File: config.mk
export PLATFORM = sky130hd
export DESIGN_NAME = c4_input_sequencer
export DESIGN_NICKNAME = d
export VERILOG_FILES = /design/src/rtl/c4_input_sequencer.sv
export SDC_FILE = /design/constraint.sdc
export NUM_CORES = 1
export LEC_CHECK = 0
export BUFFER_PORTS_ARGS = -buffer_cell sky130_fd_sc_hd__buf_2
export CORE_ASPECT_RATIO = 1.2
export CORE_MARGIN = 1
export CORE_UTILIZATION = 59
export DETAILED_ROUTE_END_ITERATION = 6
export GPL_TIMING_DRIVEN = 0
export PLACE_DENSITY = 0.8
export REMOVE_ABC_BUFFERS = 1
export SKIP_LAST_GASP = 1
export SLEW_MARGIN = 20
export SYNTH_ARGS = -nofsm -noshare
export SYNTH_HDL_FRONTEND = slang
export SYNTH_SLANG_ARGS = --single-unit
File: constraint.sdc
create_clock -name CLOCK_50 -period 6.7 [get_ports CLOCK_50]
set_clock_uncertainty 0.05 [all_clocks]
set_input_delay 1.34 -clock CLOCK_50 [delete_from_list [all_inputs] [get_ports CLOCK_50]]
set_output_delay 1.34 -clock CLOCK_50 [all_outputs]
set_load 0.01 [all_outputs]
File: src/rtl/c4_input_sequencer.sv
// c4_input_sequencer
//   Command front end for the Connect4 game core. Decodes PS/2 set-2
//   scancodes into cursor moves and DROP / NEW_GAME requests, merges them
//   with the drop pushbutton, and queues the resulting commands for the
//   game FSM.
//
//   Parameters
//     NUM_COLS  board columns (cursor range 0..NUM_COLS-1), at most 8
//     QDEPTH    command queue depth, power of two, at least 2
//
//   Ports
//     CLOCK_50     system clock, all logic on the rising edge
//     resetn       synchronous active-low reset
//     ps2_byte     scancode byte, qualified by ps2_byte_en (one-cycle strobe)
//     key_drop_n   raw active-low drop pushbutton (synchronized here)
//     sw_col       column used for pushbutton drops
//     cmd_ready    game core accepts the head command
//     cmd_valid    head command presented (queue non-empty)
//     cmd_op       01 DROP, 10 NEW_GAME, 00 when idle
//     cmd_col      DROP column, 0 for NEW_GAME or when idle
//     cursor_col   keyboard cursor column
//     overflow     sticky: some request was discarded (cleared by reset)
//     queue_count  entries held, 0..QDEPTH
//
//   Handshake: a command transfers on a rising edge where cmd_valid and
//   cmd_ready are both 1. While cmd_valid=1 and cmd_ready=0 the head
//   (cmd_op/cmd_col) is held stable; cmd_valid never drops without a transfer
//   except on reset.
//
//   Optional feature: define C4_TYPEMATIC_FILTER_EN to ignore keyboard
//   auto-repeat (a make code acts only once until its break code arrives).

module c4_input_sequencer #(
  parameter int NUM_COLS = 7,
  parameter int QDEPTH   = 4
) (
  input  logic       CLOCK_50,
  input  logic       resetn,
  input  logic [7:0] ps2_byte,
  input  logic       ps2_byte_en,
  input  logic       key_drop_n,
  input  logic [2:0] sw_col,
  input  logic       cmd_ready,
  output logic       cmd_valid,
  output logic [1:0] cmd_op,
  output logic [2:0] cmd_col,
  output logic [2:0] cursor_col,
  output logic       overflow,
  output logic [2:0] queue_count
);

  localparam int PW = $clog2(QDEPTH);
  localparam int CW = PW + 1;
  localparam logic [2:0] LAST_COL = 3'(NUM_COLS - 1);
  localparam logic [1:0] OP_DROP = 2'b01;
  localparam logic [1:0] OP_NEW  = 2'b10;

  // bit positions of the per-byte action mask
  localparam int A_LEFT  = 0;
  localparam int A_RIGHT = 1;
  localparam int A_DROP  = 2;
  localparam int A_NEW   = 3;
  localparam int A_DIGIT = 4;

  typedef enum logic [1:0] {
    ST_IDLE   = 2'd0,
    ST_EXT    = 2'd1,
    ST_BRK    = 2'd2,
    ST_EXTBRK = 2'd3
  } dec_state_e;

  function automatic logic digit_hit(input logic [7:0] b);
    digit_hit = (b == 8'h16) || (b == 8'h1E) || (b == 8'h26) || (b == 8'h25) ||
                (b == 8'h2E) || (b == 8'h36) || (b == 8'h3D);
  endfunction

  function automatic logic [2:0] digit_idx(input logic [7:0] b);
    case (b)
      8'h16:   digit_idx = 3'd0;
      8'h1E:   digit_idx = 3'd1;
      8'h26:   digit_idx = 3'd2;
      8'h25:   digit_idx = 3'd3;
      8'h2E:   digit_idx = 3'd4;
      8'h36:   digit_idx = 3'd5;
      8'h3D:   digit_idx = 3'd6;
      default: digit_idx = 3'd0;
    endcase
  endfunction

  // Map a byte (extended or not) to the action it names; digits beyond the
  // board width map to nothing.
  function automatic logic [4:0] classify(input logic [7:0] b, input logic ext);
    classify = '0;
    if (ext) begin
      classify[A_LEFT]  = (b == 8'h6B);
      classify[A_RIGHT] = (b == 8'h74);
    end else begin
      classify[A_DROP]  = (b == 8'h29) || (b == 8'h5A);
      classify[A_NEW]   = (b == 8'h2D);
      classify[A_DIGIT] = digit_hit(b) && (int'(digit_idx(b)) < NUM_COLS);
    end
  endfunction

  dec_state_e    state_q, state_d;
  logic [2:0]    cursor_q, cursor_d;
  logic          sync1_q, sync2_q, prev_q;
  logic [1:0]    op_mem_q  [QDEPTH];
  logic [1:0]    op_mem_d  [QDEPTH];
  logic [2:0]    col_mem_q [QDEPTH];
  logic [2:0]    col_mem_d [QDEPTH];
  logic [PW-1:0] wr_ptr_q, wr_ptr_d, rd_ptr_q, rd_ptr_d, bt_slot;
  logic [CW-1:0] count_q, count_d;
  logic          overflow_q, overflow_d;

  logic          make_en, ext_byte;
  logic [4:0]    make_act, act;
  logic          kb_req, kb_acc, bt_req, bt_acc, btn_fall, btn_bad, deq, lost;
  logic [1:0]    kb_op, n_wr;
  logic [2:0]    kb_col;
  int            free_slots;

`ifdef C4_TYPEMATIC_FILTER_EN
  logic          rel_en;
  logic [4:0]    rel_act;
  logic [4:0]    held_q, held_d;
`endif

  // ---------------- scancode decoder ----------------
  always_comb begin
    state_d  = state_q;
    make_en  = 1'b0;
    ext_byte = (state_q == ST_EXT) || (state_q == ST_EXTBRK);
`ifdef C4_TYPEMATIC_FILTER_EN
    rel_en   = 1'b0;
`endif
    if (ps2_byte_en) begin
      case (state_q)
        ST_IDLE: begin
          if (ps2_byte == 8'hE0)      state_d = ST_EXT;
          else if (ps2_byte == 8'hF0) state_d = ST_BRK;
          else                        make_en = 1'b1;
        end
        ST_EXT: begin
          if (ps2_byte == 8'hF0) state_d = ST_EXTBRK;
          else begin
            make_en = 1'b1;
            state_d = ST_IDLE;
          end
        end
        default: begin
          // byte after F0 names the released key
`ifdef C4_TYPEMATIC_FILTER_EN
          rel_en  = 1'b1;
`endif
          state_d = ST_IDLE;
        end
      endcase
    end
    make_act = make_en ? classify(ps2_byte, ext_byte) : 5'b0;
  end

`ifdef C4_TYPEMATIC_FILTER_EN
  // A make whose action is still held is auto-repeat and is dropped.
  always_comb begin
    rel_act = rel_en ? classify(ps2_byte, ext_byte) : 5'b0;
    act     = make_act & ~held_q;
    held_d  = (held_q | act) & ~rel_act;
  end

  always_ff @(posedge CLOCK_50) begin
    if (!resetn) held_q <= '0;
    else         held_q <= held_d;
  end
`else
  always_comb act = make_act;
`endif

  // Cursor update and keyboard request; DROP takes the pre-update cursor.
  always_comb begin
    cursor_d = cursor_q;
    if (act[A_LEFT])       cursor_d = (cursor_q == 3'd0) ? LAST_COL : cursor_q - 3'd1;
    else if (act[A_RIGHT]) cursor_d = (cursor_q == LAST_COL) ? 3'd0 : cursor_q + 3'd1;
    else if (act[A_DIGIT]) cursor_d = digit_idx(ps2_byte);
    kb_req = act[A_DROP] | act[A_NEW];
    kb_op  = act[A_DROP] ? OP_DROP : OP_NEW;
    kb_col = act[A_DROP] ? cursor_q : 3'd0;
  end

  // ---------------- pushbutton ----------------
  always_comb begin
    btn_fall = prev_q & ~sync2_q;
    btn_bad  = btn_fall && (int'(sw_col) >= NUM_COLS);
    bt_req   = btn_fall && !btn_bad;
  end

  // ---------------- command queue ----------------
  // Keyboard entry is written ahead of the button entry. When full, a
  // same-cycle dequeue frees the head slot, which equals the write slot.
  always_comb begin
    op_mem_d   = op_mem_q;
    col_mem_d  = col_mem_q;
    deq        = cmd_valid & cmd_ready;
    free_slots = QDEPTH - int'(count_q) + (deq ? 1 : 0);
    kb_acc     = kb_req && (free_slots >= 1);
    bt_acc     = bt_req && (free_slots >= (kb_acc ? 2 : 1));
    lost       = btn_bad | (kb_req & ~kb_acc) | (bt_req & ~bt_acc);
    bt_slot    = kb_acc ? wr_ptr_q + PW'(1) : wr_ptr_q;
    if (kb_acc) begin
      op_mem_d[wr_ptr_q]  = kb_op;
      col_mem_d[wr_ptr_q] = kb_col;
    end
    if (bt_acc) begin
      op_mem_d[bt_slot]  = OP_DROP;
      col_mem_d[bt_slot] = sw_col;
    end
    n_wr       = {1'b0, kb_acc} + {1'b0, bt_acc};
    wr_ptr_d   = wr_ptr_q + PW'(n_wr);
    rd_ptr_d   = rd_ptr_q + PW'(deq);
    count_d    = count_q + CW'(n_wr) - CW'(deq);
    overflow_d = overflow_q | lost;
  end

  always_ff @(posedge CLOCK_50) begin
    if (!resetn) begin
      state_q    <= ST_IDLE;
      cursor_q   <= 3'd0;
      sync1_q    <= 1'b1;
      sync2_q    <= 1'b1;
      prev_q     <= 1'b1;
      wr_ptr_q   <= '0;
      rd_ptr_q   <= '0;
      count_q    <= '0;
      overflow_q <= 1'b0;
      for (int i = 0; i < QDEPTH; i++) begin
        op_mem_q[i]  <= 2'b00;
        col_mem_q[i] <= 3'd0;
      end
    end else begin
      state_q    <= state_d;
      cursor_q   <= cursor_d;
      sync1_q    <= key_drop_n;
      sync2_q    <= sync1_q;
      prev_q     <= sync2_q;
      wr_ptr_q   <= wr_ptr_d;
      rd_ptr_q   <= rd_ptr_d;
      count_q    <= count_d;
      overflow_q <= overflow_d;
      op_mem_q   <= op_mem_d;
      col_mem_q  <= col_mem_d;
    end
  end

  assign cmd_valid   = (count_q != '0);
  assign cmd_op      = cmd_valid ? op_mem_q[rd_ptr_q] : 2'b00;
  assign cmd_col     = cmd_valid ? col_mem_q[rd_ptr_q] : 3'd0;
  assign cursor_col  = cursor_q;
  assign overflow    = overflow_q;
  assign queue_count = 3'(count_q);

endmodule

==> results of run 1 <==
[registers in the layout, summed over array words and instances (netlist names), 2 cells and up]
name / count
col_mem_q: 12
cursor_col: 3
op_mem_q: 8
queue_count: 3
rd_ptr_q: 2
state_q: 2
wr_ptr_q: 2
[per-layer routing]
layer  global-route usage [%]  wire length, um
met3                    4.755              197
met1                    30.63             2430
met4                    8.269               73
met5                        0                0
met2                    49.69             2968
[path summary, 6_finish.rpt]
kind / startpoint / endpoint / slack (ns)
worst min register to register: sync1_q / sync2_q / 0.36
worst max register to register: queue_count[0] / queue_count[2] / 1.19
worst min-delay path: sync1_q / sync2_q / 0.36
worst max-delay path: cmd_ready / queue_count[2] / 0.89
[worst max-delay path: stages]
cell and delay (ns):
buf_2 0.07, nor2b_1 0.26, ha_1 0.23, ha_1 0.26, o31ai_1 0.32, a21o_1 0.28
nor3_1 0.09, inv_1 0.09, ha_1 0.22, nand2b_1 0.15, a211oi_1 0.21, o21ai_0 0.14
nand4_1 0.50, inv_1 0.10, ha_1 0.32, inv_1 0.06, ha_1 0.27, inv_1 0.04
ha_1 0.18, fa_1 0.39, xnor2_1 0.19, xnor2_1 0.16, nor2_1 0.05
[kinds of logic after synthesis]
group	Yosys count	share of synthesized area [%]
multiplexers	18	9.413
adder cells (fa/ha/maj)	22	10.97
buffers and inverters	33	5.046
AND/OR/NAND/NOR	101	23.92
flip-flops	36	27.95
XOR/XNOR	6	2.038
AO/OA/AOI/OAI	77	20.67
[per-stage QoR]
stage	hold WS [ns]	power, uW	std cells	util, %
6_report	0.3595	690.3	370	69.32
5_1_grt	0.3747	752.2	370	69.32
4_1_cts	0.3649	691.2	370	69.32
3_5_place_dp	0.3474	539.9	362	67.17
3_3_place_gp	0.3403	526.6	362	67.17
2_1_floorplan	0.3363	463.4	280	-
[power groups by stage]
stage          Sequential [uW]  Combinational, uW  Clock (uW)
2_1_floorplan              259                204           0
3_3_place_gp               260                266           0
3_5_place_dp               261                279           0
4_1_cts                    256                279         156
5_1_grt                    259                325         168
6_report                   256                280         155
[cells in the mapped netlist, types with 2 or more instances]
master	instances	share of area, %
dfxtp_1	36	28
a211oi_1	30	8.7
ha_1	21	10
inv_1	20	2.9
nor2_1	17	2.5
nand2_1	14	2.0
mux2i_1	13	5.0
and2_1	12	2.9
nand2b_1	12	2.9
a21oi_1	10	1.9
o21ai_0	9	1.7
nor2b_1	8	1.9
and3b_1	7	2.4
clkbuf_1	7	1.0
a21o_1	6	1.7
xnor2_1	6	2.0
a31oi_1	5	1.2
mux4_2	5	4.4
and4_1	4	1.4
buf_2	4	0.78
nand4_1	4	0.97
o311ai_1	4	1.4
and3_1	3	0.73
nand3_1	3	0.58
nand4bb_1	3	1.3
nor4bb_1	2	0.78
o21ai_1	2	0.39
o22ai_1	2	0.49
[final cells by class]
| type | instances | area, sq um | share of cell area [%] |
|---|---|---|---|
| Multi-Input combinational cell | 224 | 1728 | 61.30 |
| Sequential cell | 36 | 720.7 | 25.57 |
| Timing Repair Buffer | 28 | 140.1 | 4.971 |
| Inverter | 20 | 75.07 | 2.663 |
| Clock buffer | 5 | 68.82 | 2.441 |
| Tap cell | 54 | 67.56 | 2.397 |
| Clock inverter | 3 | 18.77 | 0.6658 |
==> out/metrics.csv, run 1 <==
stage,metric,value,unit
power,clock power share,22.4,%
clock_tree,CTS tree,built,
yosys,cells after synthesis,293,
sta,RSZ-0062 raised after global routing,no,
clock_tree,post_cts resized,0,
die,initial core utilization,63.42,%
power,Lkg Pwr,0.001112,uW
sta,Fin. Hold Viols,0,
finish,Filler cells,344,
clock_tree,clock latency on the worst-skew pair,0.29,ns
die,Die X,62.35,um
outcome,status,completed,
clock_tree,clock buffer depth,2,
yosys,Post-synth ARST share,0,%
yosys,Mean Syn Cell Area,8.801,sq um
clock_tree,total CTS buffers,5,
setup_path,R2R depth,25,
sta,final setup fails,0,
sta,Slew headroom,46.71,%
global_route,first-pass GRT wire length,9660,um
finish,final instance area,2819,sq um
route,Via density,6.111,
yosys,leading register cell type out of synthesis,dfxtp_1,
setup_path,CP endpoint kind,flop,
yosys,number of enable flip-flop cells after synthesis,0,
power,Int Pwr,424.9,uW
placed_design,hpwl dp,4338,um
route,total vias in the final route,2261,
power,Combinational Power Share,40.5,%
power,switching share of total power,38.45,%
min_path,WHS Path Cells,1,
finish,ant diodes,0,
global_route,initial antenna violation count,0,
finish,fraction of final layout cells sized beyond drive strength 1,14.24,%
die,die footprint,4640,sq um
clock_tree,Root Buffer,clkbuf_8,
clock_tree,CTS clock-pin slew for the worst setup and hold paths,0.07,ns
route,# DRC,0,
sta,Tmin final,5.813,ns
route,routed wire length,5669,um
yosys,register area share after synthesis,27.95,%
min_path,HP Class,flop to flop,
placed_design,Placement Setup Slack,0.6226,ns
placed_design,Post-Place Cell Area,2731,sq um
finish,"commonest non-fill, non-tap cells in the layout","dfxtp_1 (36), a211oi_1 (30), buf_2 (28), ha_1 (21), inv_1 (20)",
placed_design,GPL Wtd Cong,0.9014,
finish,Final nets,353,
global_route,largest net degree at the start of global routing,25,
clock_tree,total setup buffers inserted after CTS,0,
placed_design,# port buffers,28,
sta,period utilisation layout,86.77,%
yosys,"Warnings, synthesis",0,
sta,fin. max-slew vios,0,
clock_tree,CTS Hold Bufs,0,
sta,Final WS setup,0.8865,ns
global_route,Overall Global Routing Usage,26.37,%
setup_path,data required time of the worst path,6.80,ns
run,number of max-cap violations,0,
yosys,Post-Syn Area,2579,sq um
die,Core ar.,4066,sq um
global_route,vias in the first global route,2107,
power,VDD IR max,0.0001175,V
yosys,Synth Register Bits,36,
die,number of cell rows,25,
sta,Fin Setup TNS,0,ns
yosys,"Distinct cells, synth",52,
route,Initial DRC Count,76,
setup_path,WP data arrival,5.91,ns
sta,Peak Freq,172.0,MHz
clock_tree,CTS sink count,36,
setup_path,CP startpoint kind,input pin,
die,Die Y,74.42,um
power,Flop pwr share,37.1,%
sta,Worst-Margin Slew,0.7984,ns
global_route,GRT overflow,0,
route,drt wl/cell,15.32,um
finish,"commonest non-fill, non-tap cell in the layout",dfxtp_1,
route,Detail Route Antenna Nets,0,
setup_path,WS Path Type,input pin to flop,
finish,P&R area growth vs syn,9.316,%
die,IO Pins,29,
clock_tree,CTS H-tree depth,2,
power,Pwr Density,244.9,nW/um^2
route,drt pass-1 iters,4,
setup_path,CP Max Fanout,17,
power,switching power,265.4,uW
Note: power is estimated with default switching activity, not from simulation.
==> inputs of run 2 (changes only) <==
ABC_AREA = 1   (was not set)
CAP_MARGIN = 15   (was not set)
CTS_CLUSTER_DIAMETER = 80   (was not set)
==> out/metrics.csv, run 2 <==
stage,metric,value,unit,change
clock_tree,post_cts resized,0,,unchanged
route,total vias in the final route,2804,,+24%
setup_path,CP endpoint kind,flop,,
power,switching power,344.1,uW,+30%
route,drt wl/cell,11.36,um,-26%
global_route,first-pass GRT wire length,10710,um,+11%
yosys,Synth Area in Compound Gates,15.92,%,-4.7 points
die,number of cell rows,27,,+8.0%
yosys,Post-Syn Area,2781,sq um,+7.9%
finish,P&R area growth vs syn,9.807,%,
yosys,Synth area leader,dfxtp_1,,
global_route,initial antenna violation count,0,,unchanged
yosys,register area share after synthesis,25.91,%,-2.0 points
outcome,status,finished with violations,,
route,Top Layer Used,met4,,
setup_path,WS Path Type,input pin to flop,,
setup_path,CP startpoint kind,input pin,,
power,Pwr Density,264.2,nW/um^2,+7.9%
route,# DRC,2,,+2
power,Int Pwr,463.0,uW,+9.0%
die,Core ar.,4561,sq um,+12%
sta,Peak Freq,191.3,MHz,+11%
die,IO Pins,29,,unchanged
sta,RSZ-0062 raised after global routing,no,,
global_route,vias in the first global route,2564,,+22%
yosys,number of enable flip-flop cells after synthesis,0,,unchanged
sta,Slew headroom,65.10,%,+18 points
die,initial core utilization,60.99,%,-2.4 points
finish,largest register by flop count,col_mem_q,,
die,Die X,64.68,um,+3.7%
power,switching share of total power,42.63,%,+4.2 points
route,routed wire length,6044,um,+6.6%
die,die footprint,4994,sq um,+7.6%
clock_tree,CTS H-tree depth,2,,unchanged
route,Detail Route Antenna Nets,0,,unchanged
sta,Tmin final,5.228,ns,-0.5858 ns
finish,final instance area,3054,sq um,+8.3%
placed_design,hpwl dp,4565,um,+5.2%
yosys,"Warnings, synthesis",0,,unchanged
global_route,Overall Global Routing Usage,27.26,%,+0.89 points
min_path,HP Class,flop to flop,,
placed_design,Post-Place Cell Area,2962,sq um,+8.4%
global_route,GRT overflow,0,,unchanged
yosys,top-area cell type share of the netlist area,25.91,%,-2.0 points
clock_tree,CTS sink count,36,,unchanged
yosys,Synth Register Bits,36,,unchanged
power,Combinational Power Share,47.9,%,+7.4 points
finish,max reg flops,12,,unchanged
yosys,Post-synth ARST share,0,%,unchanged
yosys,Area contributors post-synth,"dfxtp_1 (26%), nand2_1 (12%), inv_1 (9.7%)",,
setup_path,data required time of the worst path,6.84,ns,+0.04 ns
sta,Worst-Margin Slew,0.5234,ns,-0.2750 ns
global_route,largest net degree at the start of global routing,30,,+20%
clock_tree,total setup buffers inserted after CTS,0,,unchanged
yosys,"Distinct cells, synth",33,,-37%
route,metal1 wirelength,2767,um,+14%
clock_tree,Root Buffer,clkbuf_8,,
yosys,main combinational cell family by area after synthesis,simple AND/OR/NAND/NOR gates,,
yosys,Mean Syn Cell Area,6.264,sq um,-29%
route,Via density,5.271,,-14%
power,Lkg Pwr,0.001604,uW,+44%
route,Met2 Routed Length,2839,um,-4.3%
run,number of max-cap violations,0,,unchanged
setup_path,CP Max Fanout,10,,-7
sta,period utilisation layout,78.02,%,-8.7 points
clock_tree,CTS Hold Bufs,0,,unchanged
sta,Fin. Hold Viols,0,,unchanged
placed_design,GPL Wtd Cong,0.9023,,about the same
clock_tree,CTS tree,built,,
clock_tree,total CTS buffers,5,,unchanged
yosys,cells after synthesis,444,,+52%
power,clock power share,20.2,%,-2.2 points
setup_path,WP data arrival,5.37,ns,-0.54 ns
route,Initial DRC Count,155,,+100%
route,drt pass-1 iters,7,,+3
power,"Power, Total",807.0,uW,+17%
sta,Fin Setup TNS,0,ns,unchanged
die,Die Y,77.22,um,+3.8%
sta,final setup fails,0,,unchanged
finish,"commonest non-fill, non-tap cell in the layout",nand2_1,,
yosys,XOR/XNOR Fraction of Synth Area,1.260,%,-0.78 points
outcome,failing checks,design-rule violations,,
yosys,post-synthesis adder-cell area fraction,10.17,%,-0.80 points
yosys,multiplexer share of the synthesized area,0,%,-9.4 points
yosys,leading register cell type out of synthesis,dfxtp_1,,
route,WL met3,280,um,+42%
clock_tree,clock latency on the worst-skew pair,0.29,ns,about the same
power,Flop pwr share,31.9,%,-5.2 points
power,VDD IR max,0.0001138,V,-3.1%
finish,Final nets,511,,+45%
placed_design,# port buffers,28,,unchanged
sta,fin. max-slew vios,0,,unchanged
yosys,Synth Area in Simple Gates,35.45,%,+12 points
yosys,Post-synth top cells,"nand2_1 (91), inv_1 (72), nor2_1 (72), o21ai_0 (47), dfxtp_1 (36)",,
finish,ant diodes,0,,unchanged
finish,Filler cells,423,,+23%
finish,Largest regs,"col_mem_q x12, op_mem_q x8",,
finish,"commonest non-fill, non-tap cells in the layout","nand2_1 (91), inv_1 (72), nor2_1 (72), o21ai_0 (47), dfxtp_1 (36)",,
clock_tree,clock buffer depth,2,,unchanged
yosys,"count leader, synth",nand2_1,,
clock_tree,CTS clock-pin slew for the worst setup and hold paths,0.08,ns,about the same
finish,fraction of final layout cells sized beyond drive strength 1,13.08,%,-1.2 points
## run 2: final timing paths
path | slack (ns) | end | cells past startpoint | from
worst max register to register | 1.60 | queue_count[2] | 24 | queue_count[0]
worst min-delay path | 0.37 | sync2_q | 1 | sync1_q
worst max-delay path | 1.47 | queue_count[2] | 23 | cmd_ready
worst min register to register | 0.37 | sync2_q | 1 | sync1_q
## run 2: layout make-up
type                    instances  area [sq um]  area share (%)
inverters                      75         281.5           9.218
clock inverters                 2         10.01          0.3277
multi-input cells             327          1747           57.19
well taps                      58         72.57           2.376
clock buffers                   6         82.58           2.704
repair buffers                 28         140.1           4.588
flip-flops and latches         36         720.7           23.60
## run 2: worst max-delay path, cell delays in order
cell and delay, ns:
buf_2 0.08, inv_1 0.03, nor2_1 0.19, ha_1 0.24
ha_1 0.20, xnor2_1 0.17, nor2_1 0.12, a21oi_4 0.29
nand3_4 0.21, ha_1 0.32, o21ai_0 0.08, nand4_1 0.12
nand2_1 0.07, nor2_2 0.39, ha_1 0.22, inv_1 0.05
ha_1 0.27, inv_1 0.04, ha_1 0.18, fa_1 0.39
xor2_1 0.16, o21ai_0 0.15, a21oi_1 0.05
## run 2: layer usage
metal | GRT usage, % | vias to the layer above
met5 | 0 | -
met4 | 12.89 | 0
met3 | 4.911 | 13
met2 | 46.42 | 70
met1 | 32.42 | 1252
li1 | - | 1469
## run 2: logic make-up (layout without fill, tap and decap cells)
family,Yosys count,in the layout
flip-flops,36,36
buffers and inverters,81,111
adder cells (fa/ha/maj),22,22
AO/OA/AOI/OAI,84,84
AND/OR/NAND/NOR,217,217
XOR/XNOR,4,4
## run 2: power groups by stage
stage          logic, uW  registers [uW]  clock network, uW
2_1_floorplan        286             262                  0
4_1_cts              386             257                167
6_report             387             257                163
3_5_place_dp         378             262                  0
5_1_grt              447             261                178
3_3_place_gp         367             262                  0
## run 2: through the flow
stage / hold WS [ns] / utilization (%) / setup slack (ns) / std cells
final: 0.3676 / 66.97 / 1.472 / 532
after global routing: 0.3941 / 66.97 / 1.101 / 532
after CTS: 0.3710 / 66.97 / 1.479 / 532
after detailed placement: 0.3537 / 64.94 / 1.263 / 524
after global placement: 0.3467 / 64.94 / 1.299 / 524
after floorplan: 0.3425 / - / 1.671 / 438
==> inputs of run 3 (changes only) <==
CORE_UTILIZATION = 54   (was 59)
PLACE_DENSITY = 0.77   (was 0.8)
clock period = 4.5 ns   (was 6.7 ns; I/O delays follow)
==> out/metrics.csv, run 3 (same netlist as run 2, synthesis figures left out) <==
stage,metric,value,unit,change
outcome,status,completed,,
setup_path,CP endpoint kind,flop,,
global_route,first-pass GRT wire length,10860,um,+1.4%
sta,Fin Setup TNS,0,ns,unchanged
setup_path,critical path's most frequent cell,ha_1,,
sta,Tmin final,4.226,ns,
route,routed wire length,6762,um,+12%
finish,Filler cells,418,,-1.2%
min_path,HP Start,sync1_q,,
setup_path,critical path depth in cells,24,,+4.3%
die,IO Pins,29,,unchanged
setup_path,Reg-to-Reg Start,queue_count[1],,
sta,fin. max-slew vios,0,,unchanged
clock_tree,CTS sink count,36,,unchanged
setup_path,CP Max Fanout,9,,-1
finish,"commonest non-fill, non-tap cells in the layout","nand2_1 (90), inv_1 (72), nor2_1 (70), o21ai_0 (45), dfxtp_1 (34)",,
finish,"commonest non-fill, non-tap cell in the layout",nand2_1,,
placed_design,GPL Wtd Cong,0.8373,,-7.2%
setup_path,WS Path Type,flop to flop,,
global_route,initial antenna violation count,0,,unchanged
sta,Worst-Margin Slew,0.5466,ns,+0.02312 ns
clock_tree,CTS Hold Bufs,0,,unchanged
setup_path,Worst Path Buf+Inv,3,,-1
setup_path,CP top delay family,adder cells,,
finish,max reg flops,12,,unchanged
finish,Largest regs,"col_mem_q x12, op_mem_q x8",,
finish,final cell utilization of the core,64.69,%,-2.3 points
setup_path,CP startpoint kind,flop,,
finish,P&R area growth vs syn,14.89,%,
finish,ant diodes,0,,unchanged
finish,fraction of final layout cells sized beyond drive strength 1,16.39,%,+3.3 points
finish,largest register by flop count,col_mem_q,,
sta,Slew headroom,63.56,%,-1.5 points
global_route,vias in the first global route,2548,,-0.62%
route,Via density,5.256,,-0.27%
route,Initial DRC Count,178,,+15%
route,# DRC,0,,-2
sta,Peak Freq,236.6,MHz,
finish,Multi-input gate area,1823,sq um,+4.4%
die,number of cell rows,28,,+3.7%
finish,Sequential Area,725.7,sq um,+0.69%
sta,period utilisation layout,93.91,%,
die,Die Y,80.62,um,+4.4%
setup_path,WP data arrival,4.41,ns,-0.96 ns
route,total vias in the final route,2849,,+1.6%
clock_tree,Root Buffer,clkbuf_8,,
min_path,WHS Path Cells,1,,unchanged
sta,hold_ws,0.3654,ns,-0.002147 ns
min_path,HP Class,flop to flop,,
power,VDD IR max,0.0004636,V,+310%
route,drt pass-1 iters,6,,-1
power,Lkg Pwr,0.001640,uW,+2.2%
setup_path,slowest CP cell,dfxtp_2,,
finish,Final nets,519,,+1.6%
setup_path,CP peak stage delay,0.35,ns,-0.04 ns
die,Die X,67.52,um,+4.4%
route,Detail Route Antenna Nets,0,,unchanged
clock_tree,CTS clock-pin slew for the worst setup and hold paths,0.07,ns,about the same
setup_path,R2R depth,24,,unchanged
min_path,hold path endpoint,sync2_q,,
setup_path,r2r endpoint,queue_count[2],,
sta,final setup fails,0,,unchanged
global_route,Overall Global Routing Usage,26.16,%,-1.1 points
setup_path,data required time of the worst path,4.69,ns,-2.15 ns
power,Pwr Density,442.5,nW/um^2,+67%
die,Core ar.,4940,sq um,+8.3%
sta,Fin. Hold Viols,0,,unchanged
placed_design,# port buffers,28,,unchanged
clock_tree,total CTS buffers,5,,unchanged
clock_tree,CTS tree,built,,
placed_design,hpwl dp,4781,um,+4.7%
die,die footprint,5443,sq um,+9.0%
clock_tree,clock buffer depth,2,,unchanged
die,initial core utilization,56.31,%,-4.7 points
setup_path,critical-path cell list,inv_1 -> ha_1 -> ha_4 -> nor2_4 -> ha_4 -> ha_1 -> or2_4 -> nor2_4 -> a21oi_4 -> nand3_4 -> ha_1 -> o21ai_2 -> nand4_1 -> nand2_2 -> nor2_4 -> ha_4 -> inv_1 -> ha_1 -> inv_1 -> ha_1 -> fa_2 -> xor2_1 -> o21ai_1 -> a21oi_1,,
global_route,largest net degree at the start of global routing,30,,unchanged
run,number of max-cap violations,0,,unchanged
clock_tree,CTS H-tree depth,2,,unchanged
route,drt wl/cell,12.48,um,+9.8%
setup_path,FF-to-FF setup slack,0.27,ns,-1.33 ns
clock_tree,clock latency on the worst-skew pair,0.30,ns,about the same
global_route,GRT overflow,0,,unchanged
-- run 3: how the worst max path moves through the flow --
stage	from	to
finish	queue_count[1]	queue_count[2]
global route	queue_count[1]	queue_count[2]
CTS	queue_count[0]	queue_count[2]
detailed placement	queue_count[0]	queue_count[2]
global placement	queue_count[0]	queue_count[2]
floorplan	queue_count[0]	queue_count[2]
-- run 3: final cells by class --
cell class / instances / share of cell area [%]
sequential: 36 / 22.71
clock buffer: 8 / 2.819
inverter: 75 / 8.810
multi-input combinational: 327 / 57.05
timing repair buffer: 36 / 6.265
tap: 60 / 2.349
-- run 3: power by group --
part | internal, uW | total [uW] | switching, uW
Sequential | 354 | 387 | 32.4
Clock | 125 | 241 | 116
Combinational | 345 | 787 | 442
-- run 3: timing repair --
| item | 4_1_cts | 5_1_grt |
|---|---|---|
| endpoints found under the setup margin | 4 | 2 |
| gates resized for setup | 13 | 7 |
| buffers inserted | 2 | 6 |
| pin swaps | 4 | 4 |
-- run 3: through the flow --
stage / cell area (sq um) / power (uW) / cells / setup WS (ns)
after floorplan: 2749 / 816.3 / 438 / -0.1267
after global placement: 2964 / 946.4 / 526 / -0.4753
after CTS: 3119 / 1287 / 536 / 0.02182
final: 3196 / 1414 / 542 / 0.2739
after detailed placement: 2964 / 970.1 / 526 / -0.5876
after global routing: 3196 / 1526 / 542 / -0.01206
-- run 3: routing by layer --
layer	global-route usage (%)	share of wire [%]	routed length (um)
met2	46.73	52	3496
met4	6.596	1.1	74
met1	30.80	43	2905
met5	0	0	0
met3	5.256	4.2	286
